===== src/rtl/reg_bus_arb.sv =====
// Two-requester arbiter (jtag m0, host m1) in front of a single shared register bus.
// Serves one transaction at a time. A read waits RD_LATENCY cycles for reg_rd_data.
module reg_bus_arb #(
    parameter int unsigned RD_LATENCY = 1,
    parameter bit          RR_EN      = 1'b1
) (
    input  logic        reg_clk,
    input  logic        nrst,
    input  logic        m0_req,
    input  logic        m0_wr,
    input  logic [7:0]  m0_addr,
    input  logic [15:0] m0_wdata,
    output logic        m0_ack,
    output logic [15:0] m0_rdata,
    input  logic        m1_req,
    input  logic        m1_wr,
    input  logic [7:0]  m1_addr,
    input  logic [15:0] m1_wdata,
    output logic        m1_ack,
    output logic [15:0] m1_rdata,
    output logic [7:0]  reg_addr,
    output logic [15:0] reg_wdata,
    output logic        reg_wr_en,
    output logic        reg_rd_en,
    input  logic [15:0] reg_rd_data,
    output logic [1:0]  grant,
    output logic        busy
);

    localparam int unsigned AW = 8;
    localparam int unsigned DW = 16;
    localparam int unsigned CW = 4;

    typedef enum logic [1:0] {
        S_IDLE    = 2'd0,
        S_ACCESS  = 2'd1,
        S_RD_WAIT = 2'd2,
        S_DONE    = 2'd3
    } state_t;

    state_t          state_q, state_d;
    logic            owner_q, owner_d;   // 0 = m0, 1 = m1
    logic            prio_q, prio_d;     // requester favoured on a tie
    logic            wr_q, wr_d;
    logic [CW-1:0]   cnt_q, cnt_d;
    logic [AW-1:0]   addr_q, addr_d;
    logic [DW-1:0]   wdata_q, wdata_d;
    logic            wr_en_q, wr_en_d;
    logic            rd_en_q, rd_en_d;
    logic            ack0_q, ack0_d;
    logic            ack1_q, ack1_d;
    logic [DW-1:0]   rdata0_q, rdata0_d;
    logic [DW-1:0]   rdata1_q, rdata1_d;
    logic [1:0]      grant_q, grant_d;
    logic            busy_q, busy_d;
    logic            pick;

    // State and output registers
    always_ff @(posedge reg_clk) begin
        if (!nrst) begin
            state_q  <= S_IDLE;
            owner_q  <= 1'b0;
            prio_q   <= 1'b0;
            wr_q     <= 1'b0;
            cnt_q    <= '0;
            addr_q   <= '0;
            wdata_q  <= '0;
            wr_en_q  <= 1'b0;
            rd_en_q  <= 1'b0;
            ack0_q   <= 1'b0;
            ack1_q   <= 1'b0;
            rdata0_q <= '0;
            rdata1_q <= '0;
            grant_q  <= 2'b00;
            busy_q   <= 1'b0;
        end else begin
            state_q  <= state_d;
            owner_q  <= owner_d;
            prio_q   <= prio_d;
            wr_q     <= wr_d;
            cnt_q    <= cnt_d;
            addr_q   <= addr_d;
            wdata_q  <= wdata_d;
            wr_en_q  <= wr_en_d;
            rd_en_q  <= rd_en_d;
            ack0_q   <= ack0_d;
            ack1_q   <= ack1_d;
            rdata0_q <= rdata0_d;
            rdata1_q <= rdata1_d;
            grant_q  <= grant_d;
            busy_q   <= busy_d;
        end
    end

    // Next-state logic; outputs are computed one cycle early so they land registered
    always_comb begin
        state_d  = state_q;
        owner_d  = owner_q;
        prio_d   = prio_q;
        wr_d     = wr_q;
        cnt_d    = cnt_q;
        addr_d   = addr_q;
        wdata_d  = wdata_q;
        wr_en_d  = 1'b0;
        rd_en_d  = 1'b0;
        ack0_d   = 1'b0;
        ack1_d   = 1'b0;
        rdata0_d = rdata0_q;
        rdata1_d = rdata1_q;
        grant_d  = grant_q;
        busy_d   = busy_q;
        pick     = 1'b0;

        case (state_q)
            S_IDLE: begin
                if (m0_req && m1_req) begin
                    pick = RR_EN ? prio_q : 1'b0;
                end else begin
                    pick = m1_req;
                end
                if (m0_req || m1_req) begin
                    owner_d = pick;
                    wr_d    = pick ? m1_wr    : m0_wr;
                    addr_d  = pick ? m1_addr  : m0_addr;
                    wdata_d = pick ? m1_wdata : m0_wdata;
                    wr_en_d = wr_d;
                    rd_en_d = !wr_d;
                    grant_d = pick ? 2'b10 : 2'b01;
                    busy_d  = 1'b1;
                    if (RR_EN) begin
                        prio_d = !pick;
                    end
                    state_d = S_ACCESS;
                end
            end
            S_ACCESS: begin
                if (wr_q) begin
                    ack0_d  = !owner_q;
                    ack1_d  = owner_q;
                    state_d = S_DONE;
                end else begin
                    cnt_d   = CW'(RD_LATENCY);
                    state_d = S_RD_WAIT;
                end
            end
            S_RD_WAIT: begin
                if (cnt_q == CW'(1)) begin
                    if (owner_q) begin
                        rdata1_d = reg_rd_data;
                    end else begin
                        rdata0_d = reg_rd_data;
                    end
                    ack0_d  = !owner_q;
                    ack1_d  = owner_q;
                    state_d = S_DONE;
                end
                cnt_d = cnt_q - CW'(1);
            end
            S_DONE: begin
                grant_d = 2'b00;
                busy_d  = 1'b0;
                state_d = S_IDLE;
            end
            default: begin
                state_d = S_IDLE;
            end
        endcase
    end

    assign m0_ack    = ack0_q;
    assign m1_ack    = ack1_q;
    assign m0_rdata  = rdata0_q;
    assign m1_rdata  = rdata1_q;
    assign reg_addr  = addr_q;
    assign reg_wdata = wdata_q;
    assign reg_wr_en = wr_en_q;
    assign reg_rd_en = rd_en_q;
    assign grant     = grant_q;
    assign busy      = busy_q;

endmodule


===== config.mk =====
export PLATFORM = sky130hd
export DESIGN_NAME = reg_bus_arb
export DESIGN_NICKNAME = d
export VERILOG_FILES = /design/src/rtl/reg_bus_arb.sv
export SDC_FILE = /design/constraint.sdc
export NUM_CORES = 1
export LEC_CHECK = 0
export CAP_MARGIN = 20
export CORE_MARGIN = 2
export CORE_UTILIZATION = 40
export DETAILED_ROUTE_END_ITERATION = 8
export PLACE_DENSITY = 0.79
export SETUP_SLACK_MARGIN = 0.1
export SLEW_MARGIN = 40
export SYNTH_ARGS = -nofsm -noshare
export SYNTH_HDL_FRONTEND = slang
export SYNTH_SLANG_ARGS = --single-unit
export TNS_END_PERCENT = 5

===== constraint.sdc =====
create_clock -name reg_clk -period 2.2 [get_ports reg_clk]
set_clock_uncertainty 0.1 [all_clocks]
set_input_delay 0.66 -clock reg_clk [delete_from_list [all_inputs] [get_ports reg_clk]]
set_output_delay 0.66 -clock reg_clk [all_outputs]
set_load 0.02 [all_outputs]

# Word-level counts from Yosys, hierarchy flattened
# Index checks and enable logic that the tools add are counted.
[totals]
ff_bits = 72
latch_bits = 0
ramBits = 0
romBits = 0
inputBits = 70
word_cells = 61
n_memories = 0
[op_classes]
add_sub_neg = 1
multipliers = 0
div_mod_pow = 0
n_lt_le_gt_ge = 0
n_eq_ne = 7
shifts = 0
mux = 22
bitwise = 1
reduce_logical = 15
[op_table]
columns = ["cell", "n"]
rows = [
  ["two-way mux 16 bit", 1],
  ["two-way mux 1 bit", 9],
  ["AND reduction 3 bit", 3],
  ["two-way mux 2 bit", 4],
  ["two-way mux 8 bit", 1],
  ["one-hot mux 2 bit (4 select lines)", 1],
  ["one-hot mux 4 bit (2 select lines)", 1],
  ["AND reduction 2 bit", 4],
  ["inequality test 2 bit, second input constant", 3],
  ["one-hot mux 1 bit (2 select lines)", 3],
  ["== test 2 bit, second input constant", 2],
  ["== test 4 x 1 -> 1 bit, second input constant", 1],
  ["two-way mux 4 bit", 1],
  ["one-hot mux 2 bit (2 select lines)", 1],
  ["nonzero test 2 bit", 2],
  ["subtractor 4 x 1 -> 4 bit, second input constant", 1],
  ["logical NOT 1 bit", 3],
  ["== test 2 x 1 -> 1 bit, second input constant", 1],
  ["logical NOT 2 bit", 1],
  ["logical AND 1 bit", 1],
  ["logical OR 1 bit", 1],
  ["NOT 1 bit", 1],
]

# Longest topological paths before layout
[logic_depth]
depth_word = 6
depth_mapped = 8

# Least setup slack after synthesis
# Ideal clock, no wire load.
[synth_timing]
path_kind = "register to register"
startpoint = "register state_q[0]"
endpoint = "register addr_q[0], in the netlist reg_addr[0]"
arrival_ns = 1.511
path_slack_ns = 0.461
stages_incl_launch_ff = 9
path_buffers = 3
period_less_slack_ns = 1.739
cell_sequence = "dfxtp_1 -> inv_1 -> ha_1 -> buf_2 -> and3_1 -> buf_6 -> buf_6 -> a222oi_1 -> nor2_1"
[synth_between]
elab_chain_cells = 2
[synth_lines]
columns = ["item", "line_no", "source"]
rows = [
  ["from (decl)", "41", "state_t state_q, state_d;"],
  ["from (signal assigned)", "77", "state_q <= state_d;"],
  ["logical NOT 2 bit", "114", "case (state_q)"],
  ["AND reduction 2 bit (no source line)", "-", ""],
  ["to (signal assigned)", "82", "addr_q <= addr_d;"],
  ["to (decl)", "46", "logic [AW-1:0] addr_q, addr_d;"],
]
# No other way between the ends.
# A chain may end at the register's enable or synchronous reset.

# Final worst setup path
[layout_timing]
startpoint = "register rdata1_q[4], in the netlist m1_rdata[4]"
endpoint = "output port m1_rdata[4]"
[layout_rtl]
columns = ["item", "line_no", "source"]
rows = [
  ["from (decl)", "53", "logic [DW-1:0] rdata1_q, rdata1_d;"],
  ["from (signal assigned)", "89", "rdata1_q <= rdata1_d;"],
  ["to (decl)", "20", "output logic [15:0] m1_rdata,"],
]
# No word-level cell between the ends.

==> results.md <==
* Peak Freq at 484 MHz
* Power Dens Cells at 1000 mW/mm^2
* Multi-input combinational cell area at 0.00120 sq mm
* Vias in the first global route at 2587
* Critical path class: register to primary output
* Mux cell area share after synthesis at 6.89%
* Total GRT Usage at 19.5%
* Die height at 87.3 um
* Final net count at 502
* Post-Synthesis Cells at 292
* Grt ovf at 0
* Share of layout cells above drive strength 1 at 7.89%
* Total CTS buffers at 9
* Placed insts at 495
* DRC at 0
* Relative slew margins at 72.6%
* Top Family by Delay on Critical Path: buffers and inverters
* Layout fillers at 528
* CP max FO at 2
* Vias/cell at 5.24
* Hpwl dp at 5290 um
* Fin. Hold Viols at 0
* Clock sinks at 72
* Pre-CTS setup slack at -21.3 ps
* Crit path DAT at 1310 ps
* Crit-path slowest cell: clkdlybuf4s50_1
* Max Slew Vio Count at 0
* Initial antenna violation count at 0
* Routed wire length at 7360 um
* Crit path cell chain: clkdlybuf4s50_1
* Adder-Cell Fraction of Synth Area at 2.70%
* Antenna cells at 0
* Post-synthesis sequential area ratio at 51.9%
* PnR worst setup slack at 133 ps
* Gp weighted congestion at 0.811
* Unrepaired setup endpoints after global routing: yes
* Syn_area_per_cell at 9.51 sq um
* Post-Synth Simple-Gate Area at 16.9%
* Global-route wire length before repair at 11700 um
* Cts hold-fix bufs at 0
* Clock transition at the registers of the reported paths at 70 ps
* P_leak at 0.00168 uW
* Max Buffers Root-to-Sink at 2
* I/O Buffers at 132
* Largest family of logic cells by synthesized area: simple AND/OR/NAND/NOR gates
* Xor/xnor cell area share of the yosys netlist at 0%
* Worst Setup End Kind: primary output
* Seq cells post-synth at 72
* Total power draw at 4470 uW
* Most common library cell in the layout ignoring fill and taps: clkdlybuf4s50_1
* Crit path buf inv count at 1
* Synth-to-layout area growth at 60.7%
* Synth cell types at 33
* Slew @ Worst Pin at 407 ps
* Tmin final at 2070 ps
* Worst setup SP type: register
* ANT nets after route at 0
* Fin crit share at 93.9%
* Die Width at 87.3 um
* CTS tree: yes
* Postcts setup bufs at 0
* H-tree lvl count at 3
* Via Count at 2676
* Drt first-iter violations at 183
* Status: completed
* Ports at 133
* Critical path required time at 1440 ps
* Row count at 30
* Ys Warns at 0
* Core Region at 0.00676 sq mm
* Initial Util at 41.1%
* Drt wl/cell at 14.4 um
* Largest stage delay, worst path at 630 ps
* Root Buffer: clkbuf_8
* Pin count of the biggest net entering global routing at 50
* Mapped Nets at 368
* Post-synthesis compound-gate area fraction at 16.7%
* Peak supply drop at 0.506 mV
* Clock Latency Late Sink at 340 ps
* Final setup vio count at 0
* Most frequent cells in the layout: clkdlybuf4s50_1, dfxtp_1, nand2_1
* Drt first pass iters at 7
* Cell area after layout at 0.00446 sq mm
* Max Cap Viol at 0
* Placement Cell Area at 0.00422 sq mm
* Area taken by flip-flops and latches at 0.00144 sq mm
* Die area at 0.00763 sq mm
* Class of the worst hold path: register to register
* Finished Layout Cells at 511
* Netlist Area Pre-Place at 0.00278 sq mm
* Setup TNS at 0 ps
==> stage by stage <==
step | hold slack (ps) | utilization (%)
global placement | 343 | 62.5
CTS | 363 | 66.0
global route | 379 | 66.1
finish | 361 | 66.1
detailed placement | 350 | 62.5
floorplan | 377 | -
==> worst paths after layout <==
check / start / to / slack [ps] / cells past startpoint
worst max-delay path: m1_rdata[4]$_SDFFE_PN0P_ / m1_rdata[4] / 130 / 1
worst min-delay path: m0_rdata[10]$_SDFFE_PN0P_ / m0_rdata[10]$_SDFFE_PN0P_ / 360 / 2
worst max register to register: state_q[0]$_SDFFE_PN0P_ / reg_addr[2]$_SDFFE_PN0P_ / 360 / 7
worst min register to register: m0_rdata[10]$_SDFFE_PN0P_ / m0_rdata[10]$_SDFFE_PN0P_ / 360 / 2
==> power breakdown <==
part	internal (uW)	leakage [uW]	switching (uW)
Sequential	1510	0.000587	134
Clock	731	0.000115	478
Combinational	827	0.000982	796
==> registers in the layout, summed over array words and instances (netlist names) <==
name       cells
state_q        2
grant          2
reg_addr       8
m1_rdata      16
m0_ack         1
owner_q        1
prio_q         1
m0_rdata      16
wr_q           1
cnt_q          4
reg_wdata     16
m1_ack         1
reg_rd_en      1
busy           1
reg_wr_en      1
==> repair_timing <==
| action | 4_1_cts | 5_1_grt |
|---|---|---|
| setup endpoints to repair | 0 | 17 |
| gates resized for setup | 0 | 1 |
| endpoints found under the hold margin | 0 | 0 |
==> metal layers <==
layer | global-route usage [%] | wire, um
met1 | 22.4 | 3070
met5 | 0 | 0
met2 | 32.3 | 3270
met3 | 7.01 | 870
met4 | 9.23 | 143
==> Yosys cell counts, drive strengths merged <==
library cell | n | area share, %
a21oi | 8 | 1.6
nor4 | 1 | 0.23
inv | 6 | 0.81
a2bb2oi | 1 | 0.32
nand3 | 17 | 3.1
a22oi | 4 | 1.1
nor3b | 1 | 0.45
nor3 | 2 | 0.36
o211a | 1 | 0.36
o21a | 1 | 0.27
or3b | 1 | 0.32
clkbuf | 11 | 1.5
mux2 | 1 | 0.41
buf | 10 | 2.6
nor2 | 34 | 4.9
ha | 6 | 2.7
and3 | 2 | 0.45
o21ai | 21 | 3.8
a311oi | 1 | 0.32
nor2b | 3 | 0.68
nand2 | 42 | 5.7
nor4b | 1 | 0.32
and3b | 1 | 0.32
dfxtp | 72 | 52
mux2i | 18 | 6.5
o31a | 1 | 0.32
a222oi | 24 | 8.6
nand2b | 1 | 0.23
==> logic make-up after synthesis <==
group,count (synthesis)
AND/OR/NAND/NOR,106
AO/OA/AOI/OAI,62
flip-flops,72
adder cells (fa/ha/maj),6
buffers and inverters,27
multiplexers,19
==> cell type report <==
| cell class | instances | area share [%] |
|---|---|---|
| Tap cell | 80 | 2.24 |
| Clock inverter | 4 | 1.68 |
| Multi-Input combinational cell | 193 | 26.9 |
| Clock buffer | 12 | 3.70 |
| Timing Repair Buffer | 144 | 32.7 |
| Inverter | 6 | 0.505 |
| Sequential cell | 72 | 32.3 |
Power figures use the tool's default switching activity.
